==> src/rtl/gcn_div_pkg.sv <==
// Shared constants and state encoding for the GCN sequential divider.
// Optional rounding is enabled by defining GCN_UDIV_ROUND_EN.
package gcn_div_pkg;

   localparam int DIVIDEND_W_DEF = 19;
   localparam int DIVISOR_W_DEF  = 6;
   localparam int QUOT_W_DEF     = DIVIDEND_W_DEF - DIVISOR_W_DEF;

   // ROUND is only entered when GCN_UDIV_ROUND_EN is defined.
   typedef enum logic [1:0] {
      IDLE  = 2'd0,
      BUSY  = 2'd1,
      ROUND = 2'd2,
      DONE  = 2'd3
   } div_state_t;

endpackage : gcn_div_pkg

==> src/rtl/gcn_udiv_step.sv <==
// One combinational restoring-division iteration: shift the partial
// remainder left, bring in the next dividend bit, then subtract the
// divisor when it fits and emit the matching quotient bit.
module gcn_udiv_step #(
   parameter int DIVISOR_W = 6
) (
   input  logic [DIVISOR_W:0]   i_rem,
   input  logic                 i_bit,
   input  logic [DIVISOR_W-1:0] i_divisor,
   output logic [DIVISOR_W:0]   o_rem,
   output logic                 o_qbit
);

   logic [DIVISOR_W:0] w_shift;
   logic [DIVISOR_W:0] w_diff;
   logic               w_ge;

   // Trial subtraction; a set top bit means the shifted value already
   // exceeds any divisor, so it counts as "fits" as well.
   always_comb begin
      w_shift = {i_rem[DIVISOR_W-1:0], i_bit};
      w_diff  = w_shift - {1'b0, i_divisor};
      w_ge    = i_rem[DIVISOR_W] | (w_shift >= {1'b0, i_divisor});
      if (w_ge) begin
         o_rem  = w_diff;
         o_qbit = 1'b1;
      end else begin
         o_rem  = w_shift;
         o_qbit = 1'b0;
      end
   end

endmodule : gcn_udiv_step

==> src/rtl/gcn_udiv_seq.sv <==
// Sequential unsigned radix-2 restoring divider used for GCN degree
// normalisation. One quotient bit per enabled cycle, MSB first, with
// valid/ready on both sides and a global ce stall.
// Define GCN_UDIV_ROUND_EN to add a round-to-nearest stage (one extra cycle).
module gcn_udiv_seq
   import gcn_div_pkg::*;
#(
   parameter int DIVIDEND_W = DIVIDEND_W_DEF,
   parameter int DIVISOR_W  = DIVISOR_W_DEF,
   parameter int QUOT_W     = DIVIDEND_W - DIVISOR_W
) (
   input  logic                  clk,
   input  logic                  rst,
   input  logic                  ce,
   input  logic                  in_valid,
   output logic                  in_ready,
   input  logic [DIVIDEND_W-1:0] dividend,
   input  logic [DIVISOR_W-1:0]  divisor,
   output logic                  out_valid,
   input  logic                  out_ready,
   output logic [DIVIDEND_W-1:0] quotient,
   output logic [DIVISOR_W-1:0]  remainder,
   output logic                  div_by_zero,
   output logic                  ovf
);

   localparam int                CNT_W    = $clog2(DIVIDEND_W);
   localparam logic [CNT_W-1:0]  CNT_LAST = CNT_W'(DIVIDEND_W - 1);

   div_state_t              r_state;
   div_state_t              w_next;

   // Working registers: r_dvd shifts dividend bits out at the top and
   // quotient bits in at the bottom, so it ends holding the quotient.
   logic [DIVIDEND_W-1:0]   r_dvd;
   logic [DIVISOR_W-1:0]    r_dvs;
   logic [DIVISOR_W:0]      r_rem;
   logic [CNT_W-1:0]        r_cnt;

   // Result registers driving the outputs.
   logic                    r_out_valid;
   logic [DIVIDEND_W-1:0]   r_quot;
   logic [DIVISOR_W-1:0]    r_remo;
   logic                    r_dbz;
   logic                    r_ovf;

   logic                    w_in_ready;
   logic                    w_accept;
   logic                    w_xfer;
   logic                    w_last;
   logic                    w_dvs_zero;
   logic [DIVISOR_W:0]      w_rem_nxt;
   logic                    w_qbit;
   logic [DIVIDEND_W-1:0]   w_quot_nxt;
   logic [DIVIDEND_W-1:0]   w_res_q;
   logic [DIVISOR_W-1:0]    w_res_r;
   logic                    w_res_ovf;

   gcn_udiv_step #(
      .DIVISOR_W (DIVISOR_W)
   ) u_step (
      .i_rem     (r_rem),
      .i_bit     (r_dvd[DIVIDEND_W-1]),
      .i_divisor (r_dvs),
      .o_rem     (w_rem_nxt),
      .o_qbit    (w_qbit)
   );

   // Handshake qualifiers and iteration-end detect, derived from state.
   always_comb begin
      w_in_ready = (r_state == IDLE);
      w_accept   = in_valid & w_in_ready & ce;
      w_xfer     = r_out_valid & out_ready & ce;
      w_last     = (r_cnt == CNT_LAST);
      w_dvs_zero = (divisor == DIVISOR_W'(0));
      w_quot_nxt = {r_dvd[DIVIDEND_W-2:0], w_qbit};
   end

`ifdef GCN_UDIV_ROUND_EN
   logic                    w_rnd_up;
   logic [DIVIDEND_W-1:0]   w_quot_rnd;

   // Round half up on the finished truncated result, saturating at all ones.
   always_comb begin
      w_rnd_up = ({r_rem, 1'b0} >= {2'b00, r_dvs});
      if (w_rnd_up && !(&r_dvd)) begin
         w_quot_rnd = r_dvd + DIVIDEND_W'(1);
      end else begin
         w_quot_rnd = r_dvd;
      end
      w_res_q   = w_quot_rnd;
      w_res_r   = r_rem[DIVISOR_W-1:0];
      w_res_ovf = |w_quot_rnd[DIVIDEND_W-1:QUOT_W];
   end
`else
   // Final result taken straight from the last iteration.
   always_comb begin
      w_res_q   = w_quot_nxt;
      w_res_r   = w_rem_nxt[DIVISOR_W-1:0];
      w_res_ovf = |w_quot_nxt[DIVIDEND_W-1:QUOT_W];
   end
`endif

   // FSM state register; ce low freezes the state.
   always_ff @(posedge clk) begin
      if (rst) begin
         r_state <= IDLE;
      end else if (ce) begin
         r_state <= w_next;
      end
   end

   // FSM next-state logic.
   always_comb begin
      w_next = r_state;
      case (r_state)
         IDLE: begin
            if (w_accept) begin
               w_next = w_dvs_zero ? DONE : BUSY;
            end else begin
               w_next = IDLE;
            end
         end
         BUSY: begin
            if (w_last) begin
`ifdef GCN_UDIV_ROUND_EN
               w_next = ROUND;
`else
               w_next = DONE;
`endif
            end else begin
               w_next = BUSY;
            end
         end
         ROUND: begin
            w_next = DONE;
         end
         DONE: begin
            if (w_xfer) begin
               w_next = IDLE;
            end else begin
               w_next = DONE;
            end
         end
         default: begin
            w_next = IDLE;
         end
      endcase
   end

   // FSM outputs: ready is a pure decode of state, the rest are registers.
   always_comb begin
      in_ready    = w_in_ready;
      out_valid   = r_out_valid;
      quotient    = r_quot;
      remainder   = r_remo;
      div_by_zero = r_dbz;
      ovf         = r_ovf;
   end

   // Working datapath: operand capture and one iteration per enabled cycle.
   always_ff @(posedge clk) begin
      if (rst) begin
         r_dvd <= '0;
         r_dvs <= '0;
         r_rem <= '0;
         r_cnt <= '0;
      end else if (ce) begin
         case (r_state)
            IDLE: begin
               if (w_accept) begin
                  r_dvd <= dividend;
                  r_dvs <= divisor;
                  r_rem <= '0;
                  r_cnt <= '0;
               end
            end
            BUSY: begin
               r_dvd <= w_quot_nxt;
               r_rem <= w_rem_nxt;
               r_cnt <= r_cnt + CNT_W'(1);
            end
            default: begin
            end
         endcase
      end
   end

   // Result registers: loaded once per division, held until transferred.
   always_ff @(posedge clk) begin
      if (rst) begin
         r_out_valid <= 1'b0;
         r_quot      <= '0;
         r_remo      <= '0;
         r_dbz       <= 1'b0;
         r_ovf       <= 1'b0;
      end else if (ce) begin
         case (r_state)
            IDLE: begin
               if (w_accept && w_dvs_zero) begin
                  r_out_valid <= 1'b1;
                  r_quot      <= '1;
                  r_remo      <= '0;
                  r_dbz       <= 1'b1;
                  r_ovf       <= 1'b1;
               end
            end
`ifdef GCN_UDIV_ROUND_EN
            ROUND: begin
               r_out_valid <= 1'b1;
               r_quot      <= w_res_q;
               r_remo      <= w_res_r;
               r_dbz       <= 1'b0;
               r_ovf       <= w_res_ovf;
            end
`else
            BUSY: begin
               if (w_last) begin
                  r_out_valid <= 1'b1;
                  r_quot      <= w_res_q;
                  r_remo      <= w_res_r;
                  r_dbz       <= 1'b0;
                  r_ovf       <= w_res_ovf;
               end
            end
`endif
            DONE: begin
               if (out_ready) begin
                  r_out_valid <= 1'b0;
               end
            end
            default: begin
            end
         endcase
      end
   end

endmodule : gcn_udiv_seq

==> config.mk <==
export PLATFORM = sky130hd
export DESIGN_NAME = gcn_udiv_seq
export DESIGN_NICKNAME = d
export VERILOG_FILES = /design/src/rtl/gcn_div_pkg.sv /design/src/rtl/gcn_udiv_step.sv /design/src/rtl/gcn_udiv_seq.sv
export SDC_FILE = /design/constraint.sdc
export NUM_CORES = 1
export LEC_CHECK = 0
export ABC_CLOCK_PERIOD_IN_PS = 3600
export CORE_UTILIZATION = 58
export CTS_BUF_LIST = sky130_fd_sc_hd__clkbuf_8
export DETAILED_ROUTE_END_ITERATION = 10
export PLACE_DENSITY = 0.88
export SYNTH_ARGS = -nofsm -noshare
export SYNTH_HDL_FRONTEND = slang
export SYNTH_SLANG_ARGS = --single-unit
==> constraint.sdc <==
create_clock -name clk -period 3.6 [get_ports clk]
set_input_delay 0.9 -clock clk [delete_from_list [all_inputs] [get_ports clk]]
set_output_delay 0.9 -clock clk [all_outputs]
set_load 0.005 [all_outputs]
==> results by group <==
Status
  • Outcome: completed

Critical path
  • Startpoint Class: primary input
  • Setup CP Type: primary input to register
  • Critical Path RT: 3830 ps
  • CP max-delay cell: clkdlybuf4s50_1
  • WP data arrival: around 2700 ps
  • Worst path cell trace: clkdlybuf4s50_1, nor4_2, a32oi_1, nor2_2, buf_4, nor2_1, a311oi_1
  • Crit path max fanout: 16
  • CP max stage delay: 430 ps
  • Crit end category: register

Clock tree
  • Root Buffer: clkbuf_8
  • Clock sinks: 67
  • CTS Buf Count: 9
  • CTS Hold Bufs: 0
  • Post-CTS sizing: 0
  • CTS tree: yes
  • Clock Tree Buf Depth: 2
  • # Post-CTS Setup Buffers: 0
  • Htree depth: 3
  • Clk_lat worst skew: 340 ps
  • Clock Pin Slew Worst Setup and Hold Paths: 70 ps

Place
  • DP HPWL: 5.03 mm
  • Port Buf Inserts: just under 60
  • Gp weighted congestion: between 0.8 and 0.9
  • Dpl cells: 475

Power
  • Switching Share: 27.4%
  • PwrDens: 447 mW/mm^2
  • Max VDD drop: around 0.00043 V
  • P_sw: 480 uW
  • Comb power frac: ~16%
  • Leakage: between 1 and 1.5 nW
  • Internal: about 1.3 mW
  • Reg power frac: roughly 45%
  • Clock share of power: about two fifths

Detailed routing
  • WL/cell: approximately 15 um
  • TritonRoute pass-1 iters: 5
  • # DRC: 0
  • ANT nets after route: 0
  • Avg Vias per Cell: ~5.9
  • Via count: about 2.9k
  • Post-Route WL: 7.39 mm
  • DR iter-0 viols: 190

Synthesis
  • Top post-synthesis cells by area: dfxtp_1 (43%), nor2_1 (9.2%), a311oi_1 (5.9%)
  • Number of flops mapped to enable cells by yosys: 0
  • Post-synth cell types: 49
  • Synth area leader: dfxtp_1
  • Most instantiated cells after synthesis: nor2_1 (76), dfxtp_1 (67), nand2_1 (43)
  • Yosys reg bits: 67
  • Synthesized cell area: 0.00310 sq mm
  • Post-synth net total: approximately 410
  • Synth Instances: around 370
  • Most frequent cell after synthesis: nor2_1
  • FFs w/ async S/R, synth: 0%
  • Syn_area_per_cell: roughly 8.4 sq um
  • YS warnings: 0
  • Most common flop cell mapped by yosys: dfxtp_1
  • Seq/Total Area, Yosys: between 40% and 50%
  • Synth top area share: approximately 43%

Timing
  • Final-report max-slew violation count: 0
  • Final-report setup violation count: 0
  • FMAX: around 0.40 GHz
  • Worst Tran Pin Value: about 580 ps
  • Worst Skew: 8.85 ps
  • RSZ-0062 raised after global routing: no
  • Final hold vios: 0
  • Tmin final: around 2500 ps
  • Slew headroom: between 60% and 70%
  • Fin crit share: 68.8%
  • Setup TNS: 0 ps

Floorplan
  • Site Rows: 26
  • Chip height: around 75 um
  • Starting Density: between 60% and 70%
  • Full die area: ~0.0056 sq mm
  • Die X: roughly 75 um
  • Boundary pin count: roughly 60
  • Core Footprint: 0.00514 sq mm

Final layout
  • Final instance count without filler cells: 491
  • Final #Nets: 455
  • Area Overhead vs Synth: 26.6%
  • # diodes: 0
  • Layout cell share with drive strength beyond 1: 8.31%

GRT
  • Largest net degree at the start of global routing: 40
  • First-pass GRT wire length: roughly 12 mm
  • Initial antenna violation count: 0
  • Number of global-route vias before repair: ~2.5k
  • Remaining global-route overflow: 0
  • Total GRT Usage: between 20% and 30%

Run
  • Max cap viols: 0

Worst hold path
  • HP Class: register to register
cells in the final DEF, fill, tap and decap left out, types with 3 or more instances in the layout:
cell type / count
nor2_1: 75
dfxtp_1: 67
clkdlybuf4s50_1: 57
nand2_1: 43
a311oi_1: 21
a211oi_1: 20
inv_1: 12
clkbuf_8: 9
a32o_1: 8
ha_1: 8
buf_4: 8
o21ai_0: 7
nor3_1: 7
or3_1: 6
a21oi_1: 6
mux2i_1: 6
o211ai_1: 5
xor2_1: 5
nor2b_1: 4
nand3b_1: 3
nand3_1: 3
state kept, by name, indices dropped and copies added (netlist names):
signal       cells
div_by_zero      1
out_valid        1
ovf              1
quotient        19
r_cnt            5
r_dvd           19
r_dvs            6
r_rem            7
r_state          2
remainder        6
worst paths after layout:
| kind | from | end | slack (ps) | cells past startpoint |
|---|---|---|---|---|
| min | div_by_zero | div_by_zero | 460 | 2 |
| max reg2reg | r_dvd[18] | r_rem[6] | 1250 | 8 |
| max | divisor[5] | ovf | 1120 | 7 |
| min reg2reg | div_by_zero | div_by_zero | 460 | 2 |
area by class of cell:
type / instances / area (sq um)
Multi-Input combinational cell: 261 / 1600
Sequential cell: 67 / 1340
Fill cell: 381 / 1220
Timing Repair Buffer: 66 / 636
Clock buffer: 9 / 124
Clock inverter: 7 / 93.8
Tap cell: 70 / 87.6
Inverter: 11 / 41.3
per-stage QoR:
stage	hold WS, ps	setup slack (ps)	util (%)	instance area [sq um]	power (mW)
after CTS	457	1150	76.3	3920	1.76
after global routing	493	1030	76.3	3920	1.83
after detailed placement	441	825	72.0	3700	1.08
after floorplan	413	1530	-	3100	1.00
after global placement	427	957	72.0	3700	1.07
final	459	1120	76.3	3920	1.75
kinds of logic after synthesis:
| logic type | after synthesis | synth area share [%] |
|---|---|---|
| buffers and inverters | 39 | 5.21 |
| multiplexers | 6 | 1.94 |
| AND/OR/NAND/NOR | 159 | 23.3 |
| XOR/XNOR | 5 | 1.41 |
| AO/OA/AOI/OAI | 82 | 20.9 |
| adder cells (fa/ha/maj) | 9 | 3.88 |
| flip-flops | 67 | 43.3 |
per-layer routing:
layer | vias to the layer above | GRT usage, % | wire length [um]
met5 | - | 0 | 0
met4 | 0 | 10.5 | 118
met3 | 12 | 6.83 | 512
met2 | 107 | 43.8 | 3520
met1 | 1365 | 36.9 | 3240
li1 | 1410 | - | -
critical path: cells and delay by family:
kind | cells | cell delay (ps)
buffers and inverters | 2 | 700
and+or+nand+nor | 3 | 640
AOI/OAI and AO/OA | 2 | 470
power by group through the flow:
| stage | registers (mW) | logic (mW) | clock network, mW |
|---|---|---|---|
| final | 0.795 | 0.279 | 0.678 |
| after global routing | 0.799 | 0.308 | 0.721 |
| after CTS | 0.794 | 0.276 | 0.687 |
| after detailed placement | 0.811 | 0.271 | 0 |
| after global placement | 0.810 | 0.263 | 0 |
| after floorplan | 0.801 | 0.199 | 0 |
Note: power is estimated with default switching activity, not from simulation.
